[config.mk]
export PLATFORM = sky130hd
export DESIGN_NAME = psum_gbf_drain_flat
export DESIGN_NICKNAME = d
export VERILOG_FILES = /design/src/rtl/psum_gbf_drain_pkg.sv /design/src/rtl/psum_gbf_drain_if.sv /design/src/rtl/psum_gbf_drain_fifo.sv /design/src/rtl/psum_gbf_drain.sv /design/src/flat_wrapper.sv
export SDC_FILE = /design/constraint.sdc
export NUM_CORES = 2
export LEC_CHECK = 0
export ABC_AREA = 1
export ABC_CLOCK_PERIOD_IN_PS = 2300
export CORE_AREA = 5 5 612 614
export CTS_BUF_LIST = sky130_fd_sc_hd__clkbuf_4
export DETAILED_ROUTE_END_ITERATION = 10
export DIE_AREA = 0 0 617 619
export PLACE_DENSITY = 0.33
export RECOVER_POWER = 100
export SYNTH_ARGS = -nofsm -noshare
export SYNTH_HDL_FRONTEND = slang
export SYNTH_HIERARCHICAL = 1
export SYNTH_SLANG_ARGS = --single-unit
[constraint.sdc]
create_clock -name clk -period 2.3 [get_ports clk]
set_input_delay 0.575 -clock clk [delete_from_list [all_inputs] [get_ports clk]]
set_output_delay 0.575 -clock clk [all_outputs]
set_load 0.01 [all_outputs]
[src/rtl/psum_gbf_drain_pkg.sv]
// Shared definitions for the psum global-buffer drain controller:
// the drain FSM state encoding and the output FIFO sizing.
package psum_gbf_pkg;

  localparam int DRAIN_FIFO_DEPTH = 2;
  localparam int DRAIN_FIFO_CNT_W = $clog2(DRAIN_FIFO_DEPTH + 1);

  typedef enum logic [1:0] {
    ST_IDLE  = 2'd0,
    ST_READ  = 2'd1,
    ST_FLUSH = 2'd2,
    ST_DONE  = 2'd3
  } drain_state_e;

endpackage

[src/rtl/psum_gbf_drain_if.sv]
// Valid/ready stream carrying drained psum words (plus last marker)
// from the drain controller toward the output/DRAM path.
interface psum_gbf_drain_if #(
  parameter int DATA_BW = 512
);

  logic               out_valid;
  logic               out_ready;
  logic [DATA_BW-1:0] out_data;
  logic               out_last;

  modport master (
    output out_valid,
    output out_data,
    output out_last,
    input  out_ready
  );

  modport slave (
    input  out_valid,
    input  out_data,
    input  out_last,
    output out_ready
  );

endinterface

[src/rtl/psum_gbf_drain_fifo.sv]
// Small valid/ready FIFO holding returned bank words. The producer never
// checks for space: the drain controller only issues a read when its
// credit guarantees a free slot, so there is no input-side ready.
module drain_fifo
  import psum_gbf_pkg::*;
#(
  parameter int WIDTH = 513
) (
  input  logic                        clk,
  input  logic                        reset,
  input  logic                        in_valid,
  input  logic [WIDTH-1:0]            in_data,
  output logic                        out_valid,
  input  logic                        out_ready,
  output logic [WIDTH-1:0]            out_data,
  output logic [DRAIN_FIFO_CNT_W-1:0] count
);

  localparam int PTR_W = (DRAIN_FIFO_DEPTH > 1) ? $clog2(DRAIN_FIFO_DEPTH) : 1;

  logic [WIDTH-1:0] mem [DRAIN_FIFO_DEPTH];
  logic [PTR_W-1:0] wr_ptr;
  logic [PTR_W-1:0] rd_ptr;
  logic             push;
  logic             pop;

  assign push      = in_valid;
  assign pop       = out_valid && out_ready;
  assign out_valid = (count != '0);
  assign out_data  = mem[rd_ptr];

  // Storage, pointers and occupancy; everything clears so the head reads zero after reset.
  always_ff @(posedge clk or negedge reset) begin
    if (!reset) begin
      for (int i = 0; i < DRAIN_FIFO_DEPTH; i++) begin
        mem[i] <= '0;
      end
      wr_ptr <= '0;
      rd_ptr <= '0;
      count  <= '0;
    end else begin
      if (push) begin
        mem[wr_ptr] <= in_data;
        wr_ptr      <= wr_ptr + PTR_W'(1);
      end
      if (pop) begin
        rd_ptr <= rd_ptr + PTR_W'(1);
      end
      case ({push, pop})
        2'b10:   count <= count + DRAIN_FIFO_CNT_W'(1);
        2'b01:   count <= count - DRAIN_FIFO_CNT_W'(1);
        default: count <= count;
      endcase
    end
  end

endmodule

[src/rtl/psum_gbf_drain.sv]
// Read-side drain controller for the double-buffered psum GBF. Streams the
// bank not being written by the su_adder onto a valid/ready port and zeroes
// each word one cycle after reading it, leaving the bank clean for the swap.
module psum_gbf_drain
  import psum_gbf_pkg::*;
#(
  parameter int PSUM_GBF_DATA_BITWIDTH = 512,
  parameter int PSUM_GBF_ADDR_BITWIDTH = 5,
  parameter int PSUM_GBF_DEPTH         = 32
) (
  input  logic                              clk,
  input  logic                              reset,
  input  logic                              start,
  input  logic [PSUM_GBF_ADDR_BITWIDTH:0]   num_words,
  input  logic                              psum_gbf_w_num,
  input  logic [PSUM_GBF_DATA_BITWIDTH-1:0] r_data1b_out,
  input  logic [PSUM_GBF_DATA_BITWIDTH-1:0] r_data2b_out,
  output logic                              psum_gbf_r_en,
  output logic [PSUM_GBF_ADDR_BITWIDTH-1:0] psum_gbf_r_addr,
  output logic                              psum_gbf_w_en_for_init,
  output logic [PSUM_GBF_ADDR_BITWIDTH-1:0] psum_gbf_w_addr_for_init,
  psum_gbf_drain_if.master                  out_if,
  output logic                              busy,
  output logic                              done
);

  localparam int DW  = PSUM_GBF_DATA_BITWIDTH;
  localparam int AW  = PSUM_GBF_ADDR_BITWIDTH;
  localparam int CW  = AW + 1;
  localparam int CRW = DRAIN_FIFO_CNT_W + 1;
  localparam logic [CW-1:0] DEPTH_CNT = CW'(PSUM_GBF_DEPTH);

  // Requests beyond the bank size drain the whole bank rather than wrapping.
  function automatic logic [CW-1:0] sat_num_words(input logic [CW-1:0] n);
    return (n > DEPTH_CNT) ? DEPTH_CNT : n;
  endfunction

  drain_state_e                state;
  drain_state_e                state_nxt;
  logic                        sel_q;
  logic [AW-1:0]               rd_addr;
  logic [CW-1:0]               remaining;
  logic                        start_ok;
  logic                        credit_ok;
  logic                        pop;
  logic                        vld_p1;
  logic                        last_p1;
  logic [AW-1:0]               addr_p1;
  logic [DW-1:0]               rd_data_p1;
  logic [DW:0]                 head_word;
  logic [DRAIN_FIFO_CNT_W-1:0] fifo_count;

  assign start_ok = (state == ST_IDLE) && start;
  assign pop      = out_if.out_valid && out_if.out_ready;

  // A read may issue only if its word is guaranteed a FIFO slot: words held
  // plus the one already in flight must stay below capacity, counting a
  // slot freed by this cycle's pop.
  assign credit_ok = (CRW'(fifo_count) + CRW'(vld_p1)) < (CRW'(DRAIN_FIFO_DEPTH) + CRW'(pop));

  // FSM state register.
  always_ff @(posedge clk or negedge reset) begin
    if (!reset) begin
      state <= ST_IDLE;
    end else begin
      state <= state_nxt;
    end
  end

  // FSM next state and read-issue decision.
  always_comb begin
    state_nxt     = state;
    psum_gbf_r_en = 1'b0;
    case (state)
      ST_IDLE: begin
        if (start) begin
          state_nxt = (num_words == '0) ? ST_DONE : ST_READ;
        end
      end
      ST_READ: begin
        if (credit_ok) begin
          psum_gbf_r_en = 1'b1;
          if (remaining == CW'(1)) begin
            state_nxt = ST_FLUSH;
          end
        end
      end
      ST_FLUSH: begin
        if (!vld_p1 && (fifo_count == '0)) begin
          state_nxt = ST_DONE;
        end
      end
      ST_DONE: begin
        state_nxt = ST_IDLE;
      end
      default: begin
        state_nxt = ST_IDLE;
      end
    endcase
  end

  assign psum_gbf_r_addr = psum_gbf_r_en ? rd_addr : '0;
  assign busy            = (state != ST_IDLE);
  assign done            = (state == ST_DONE);

  // Bank select, read address and words-left counter; loaded on an accepted start.
  always_ff @(posedge clk or negedge reset) begin
    if (!reset) begin
      sel_q     <= 1'b0;
      rd_addr   <= '0;
      remaining <= '0;
    end else if (start_ok) begin
      sel_q     <= psum_gbf_w_num;
      rd_addr   <= '0;
      remaining <= sat_num_words(num_words);
    end else if (psum_gbf_r_en) begin
      rd_addr   <= rd_addr + AW'(1);
      remaining <= remaining - CW'(1);
    end
  end

  // Stage p0 -> p1: read in flight; the same register drives the zero-write
  // of that address, keeping it one cycle behind the read on the bank port.
  always_ff @(posedge clk or negedge reset) begin
    if (!reset) begin
      vld_p1  <= 1'b0;
      last_p1 <= 1'b0;
      addr_p1 <= '0;
    end else begin
      vld_p1  <= psum_gbf_r_en;
      last_p1 <= psum_gbf_r_en && (remaining == CW'(1));
      addr_p1 <= psum_gbf_r_addr;
    end
  end

  assign psum_gbf_w_en_for_init   = vld_p1;
  assign psum_gbf_w_addr_for_init = addr_p1;

  // The su_adder writes bank (w_num + 1); the other bank is the one drained.
  assign rd_data_p1 = sel_q ? r_data1b_out : r_data2b_out;

  // Stage p1 -> p2: returned word enters the output FIFO.
  drain_fifo #(
    .WIDTH(DW + 1)
  ) u_fifo (
    .clk      (clk),
    .reset    (reset),
    .in_valid (vld_p1),
    .in_data  ({last_p1, rd_data_p1}),
    .out_valid(out_if.out_valid),
    .out_ready(out_if.out_ready),
    .out_data (head_word),
    .count    (fifo_count)
  );

  assign out_if.out_data = head_word[DW-1:0];
  assign out_if.out_last = head_word[DW];

endmodule

[src/flat_wrapper.sv]
// flat-port wrapper written by rule: the top's interface ports become plain ports
module psum_gbf_drain_flat import psum_gbf_pkg::*;
#(
  parameter int PSUM_GBF_DATA_BITWIDTH = 512,
  parameter int PSUM_GBF_ADDR_BITWIDTH = 5,
  parameter int PSUM_GBF_DEPTH         = 32
)
  (clk, reset, start, num_words, psum_gbf_w_num, r_data1b_out, r_data2b_out, psum_gbf_r_en, psum_gbf_r_addr, psum_gbf_w_en_for_init, psum_gbf_w_addr_for_init, busy, done, out_if_out_valid, out_if_out_data, out_if_out_last, out_if_out_ready);
  psum_gbf_drain_if #(.DATA_BW((512))) out_if_i ();
  input  logic clk;
  input  logic reset;
  input  logic start;
  input  logic [PSUM_GBF_ADDR_BITWIDTH:0] num_words;
  input  logic psum_gbf_w_num;
  input  logic [PSUM_GBF_DATA_BITWIDTH-1:0] r_data1b_out;
  input  logic [PSUM_GBF_DATA_BITWIDTH-1:0] r_data2b_out;
  output logic psum_gbf_r_en;
  output logic [PSUM_GBF_ADDR_BITWIDTH-1:0] psum_gbf_r_addr;
  output logic psum_gbf_w_en_for_init;
  output logic [PSUM_GBF_ADDR_BITWIDTH-1:0] psum_gbf_w_addr_for_init;
  output logic busy;
  output logic done;
  output wire logic [$bits(out_if_i.out_valid)-1:0] out_if_out_valid;
  output wire logic [$bits(out_if_i.out_data)-1:0] out_if_out_data;
  output wire logic [$bits(out_if_i.out_last)-1:0] out_if_out_last;
  input wire logic [$bits(out_if_i.out_ready)-1:0] out_if_out_ready;
  assign out_if_out_valid = out_if_i.out_valid;
  assign out_if_out_data = out_if_i.out_data;
  assign out_if_out_last = out_if_i.out_last;
  assign out_if_i.out_ready = out_if_out_ready;
  psum_gbf_drain #(.PSUM_GBF_DATA_BITWIDTH(PSUM_GBF_DATA_BITWIDTH), .PSUM_GBF_ADDR_BITWIDTH(PSUM_GBF_ADDR_BITWIDTH), .PSUM_GBF_DEPTH(PSUM_GBF_DEPTH)) u_core (.clk(clk), .reset(reset), .start(start), .num_words(num_words), .psum_gbf_w_num(psum_gbf_w_num), .r_data1b_out(r_data1b_out), .r_data2b_out(r_data2b_out), .psum_gbf_r_en(psum_gbf_r_en), .psum_gbf_r_addr(psum_gbf_r_addr), .psum_gbf_w_en_for_init(psum_gbf_w_en_for_init), .psum_gbf_w_addr_for_init(psum_gbf_w_addr_for_init), .out_if(out_if_i), .busy(busy), .done(done));
endmodule
==> summary.md <==
| Metric | Value |
|---|---|
| Effective utilization at floorplan | `14.1%` |
| Placed cells | `12,500` |
| Worst path arrival time | `3.07 ns` |
| Hold WC Path Type | `in2reg` |
| First-pass DRT Iterations | `8` |
| Critical-path top delay cell | `dfrtp_4` |
| Avg Inst Size Synth | `8.32 um2` |
| Aggregate global routing overflow | `0` |
| Syn Inst Count | `6,218` |
| FF-to-FF End | `u_core/u_fifo/mem[784]` |
| Register-to-register setup slack | `-0.93 ns` |
| Most area-consuming cells after synthesis | `dfrtp_1, nand2_1, mux2_2, o21ai_0, inv_1` |
| Final setup fails | `1,440` |
| Failing checks | `setup timing` |
| Post-synth top area share | `50.8%` |
| Ys async rst share | `100%` |
| Cell taking the most area after synthesis | `dfrtp_1` |
| Post-layout min period | `3.64 ns` |
| Final Wtd Congestion | `0.881` |
| GR Util met1 | `19.8%` |
| Synth Cell Area | `51,800 um2` |
| Share of layout cells above drive strength 1 | `21.0%` |
| Clock transition at path regs | `0.07 ns` |
| Via count of the first global-routing pass | `54,700` |
| Most frequent CP cell | `buf_6` |
| Yosys cell types | `28` |
| # IOs | `1,563` |
| Gr usage total | `16.3%` |
| Slew @ Worst Pin | `1.12 ns` |
| Pwr/cell area | `1320 nW/um2` |
| Detailed-route via count | `54,100` |
| Critical Path RT | `1.73 ns` |
| Final Skew | `0.110 ns` |
| Max FO, Critical Path | `8` |
| Hold Path Sink | `u_core/u_fifo/mem[22]` |
| Worst setup SP type | `register` |
| CTS tree | `yes` |
| Antenna violations before repair | `238` |
| CP Capture Type | `output port` |
| M2 GR Usage | `28.1%` |
| Post-Route WL | `326 mm` |
| Hold_sp | `r_data2b_out[22]` |
| Avg Vias per Cell | `3.81` |
| Row cnt | `223` |
| Number of flops mapped to enable cells by yosys | `0` |
| Placement Setup Slack | `-0.560 ns` |
| MaxCap Viol Count | `0` |
| Hold path cells | `4` |
| Final net count | `10,200` |
| Number of clock sinks | `1,051` |
| Worst skew pair latency | `1.29 ns` |
| Core Box Area | `368,000 um2` |
| Slew Limit Fails | `0` |
| First-pass GRT wire length | `440 mm` |
| DRT iter0 DRCs | `3,309` |
| Clock Tree Root | `clkbuf_4` |
| Die Span X | `617 um` |
| Critical path type | `reg2out` |
| Syn_nets | `7,264` |
| DRC viols | `0` |
| Reg2Reg Depth | `8` |
| CTS Buf Count | `342` |
| Final Hold Vio Count | `0` |
| H-tree levels | `5` |
| Port buffer count | `1,562` |
| Die H | `619 um` |
| LEAKAGE | `0.0441 uW` |
| Critical Path, Cell by Cell | `clkinv_16, buf_16, buf_16, buf_8, buf_6, buf_8, buf_6, nand2_2, nand2_2, buf_6` |
| Busiest grt layer | `met2` |
| Peak supply drop | `0.442 mV` |
| ANT nets after route | `0` |
| Top_reg_cell synth | `dfrtp_1` |
| List of most frequent post-synthesis cells | `nand2_1, dfrtp_1, o21ai_0, inv_1, mux2_2` |
| Status | `finished with violations` |
| Crit-path max cell delay | `0.52 ns` |
| Largest net degree at the start of global routing | `107` |
| DP Wirelength | `256 mm` |
| Die ar. | `382,000 um2` |
| Met3 usage in global routing | `4.60%` |
| Drt wl/cell | `23.0 um` |
| R2R Path Start | `u_core/psum_gbf_w_en_for_init` |
| Fmax | `275 MHz` |
| Most frequent cell after synthesis | `nand2_1` |
| Sum Neg Setup Slack | `-848.88 ns` |
| Final cell count without fillers | `14,200` |
| Area growth syn-to-layout | `75.1%` |
| Ratio of final minimum period to clock period | `158%` |
| Setup WS post-layout | `-1.34 ns` |
| Post-synthesis sequential area ratio | `50.8%` |
| Unrepaired setup endpoints after global routing | `yes` |
| Min Hold Slack | `0.233 ns` |
| Clock buffer depth | `4` |
| Slew headroom | `25.6%` |
| Synth warn | `6` |
| Number of synthesized register bits | `1,051` |
==> cells by family (layout without fill, tap and decap cells) <==
logic type	count (synthesis)	after routing	share of synthesized area (%)
multiplexers	512	512	11.1
other	0	48	0
XOR/XNOR	4	4	0.0677
adder cells (fa/ha/maj)	11	11	0.266
flip-flops	1051	1051	50.8
AO/OA/AOI/OAI	1044	1044	10.1
AND/OR/NAND/NOR	2654	2654	19.4
buffers and inverters	942	4044	8.22
==> critical path: cells and delay by family, from the launching register on <==
| kind | cells | cell delay [ns] |
|---|---|---|
| flip-flops | 1 | 0.52 |
| buffers and inverters | 8 | 1.11 |
| AND/OR/NAND/NOR | 2 | 0.12 |
==> metal layers <==
layer	part of all wire, %	up-vias	routed length (um)
met5	0.17	-	562
met1	41	25800	135000
met3	7.1	638	23100
li1	-	25600	-
met4	3.0	96	9720
met2	48	1963	158000
==> flip-flops by register name, indices dropped and copies added, names as in the netlist, 2 cells and up <==
name	count
u_core/rd_addr	5
u_core/u_fifo/count	2
u_core/state	2
u_core/psum_gbf_w_addr_for_init	5
u_core/u_fifo/mem	1026
u_core/remaining	6
==> worst max path at each step <==
stage / startpoint / endpoint / slack [ns]
2_1_floorplan: u_core/psum_gbf_w_en_for_init / psum_gbf_r_addr[0] / 0.35
3_5_place_dp: out_if_out_ready / psum_gbf_r_addr[1] / -0.56
4_1_cts: u_core/u_fifo/rd_ptr / out_if_out_data[268] / -1.89
6_report: u_core/u_fifo/rd_ptr / out_if_out_data[229] / -1.34
3_3_place_gp: out_if_out_ready / psum_gbf_r_addr[1] / -0.63
5_1_grt: u_core/u_fifo/rd_ptr / out_if_out_data[229] / -1.61
==> through the flow <==
stage / power [uW] / area (um2) / utilization (%)
final: 119000 / 90600 / 24.6
after detailed placement: 95500 / 75000 / 20.4
after floorplan: 60300 / 51800 / -
after global placement: 94900 / 75000 / 20.4
after global routing: 128000 / 90500 / 24.6
after CTS: 121000 / 89800 / 24.4
==> report_power, final <==
group	internal [uW]	switching, uW	total (uW)	leakage (uW)
sequential	27700	5000	32700	0.0129
clock	10200	9130	19300	0.00243
combinational	30600	36600	67200	0.0288
total	68500	50700	119000	0.0441
==> layout make-up <==
| type | count | area [um2] |
|---|---|---|
| Clock buffer | 491 | 3690 |
| Tap cell | 4837 | 6050 |
| Inverter | 543 | 2060 |
| Clock inverter | 54 | 390 |
| Multi-Input combinational cell | 4225 | 21800 |
| Antenna cell | 48 | 120 |
| Timing Repair Buffer | 2956 | 30200 |
| Sequential cell | 1051 | 26300 |
| Fill cell | 40200 | 277000 |
==> what timing repair did <==
| action | CTS | global route |
|---|---|---|
| gates cloned | 12 | 9 |
| setup buffers | 57 | 60 |
| resized for setup | 791 | 790 |
| endpoints found under the setup margin | 528 | 709 |
| endpoints found under the hold margin | 2087 | 0 |
| pin swaps | 23 | 54 |
| hold buffers | 952 | 0 |
==> cells in the final DEF (no fill, tap or decap), types with 79 or more instances in the layout <==
| cell type | n |
|---|---|
| nand2_1 | 2451 |
| clkdlybuf4s50_1 | 1048 |
| dfrtp_1 | 1047 |
| dlygate4sd3_1 | 951 |
| o21ai_0 | 843 |
| inv_1 | 542 |
| clkbuf_4 | 509 |
| mux2_2 | 507 |
| buf_4 | 268 |
| o21ai_1 | 197 |
| buf_6 | 145 |
| nand2_2 | 126 |
| buf_12 | 117 |
| clkbuf_2 | 102 |
| dlymetal6s2s_1 | 98 |
| dlygate4sd2_1 | 79 |
(Power assumes the default switching activity.)
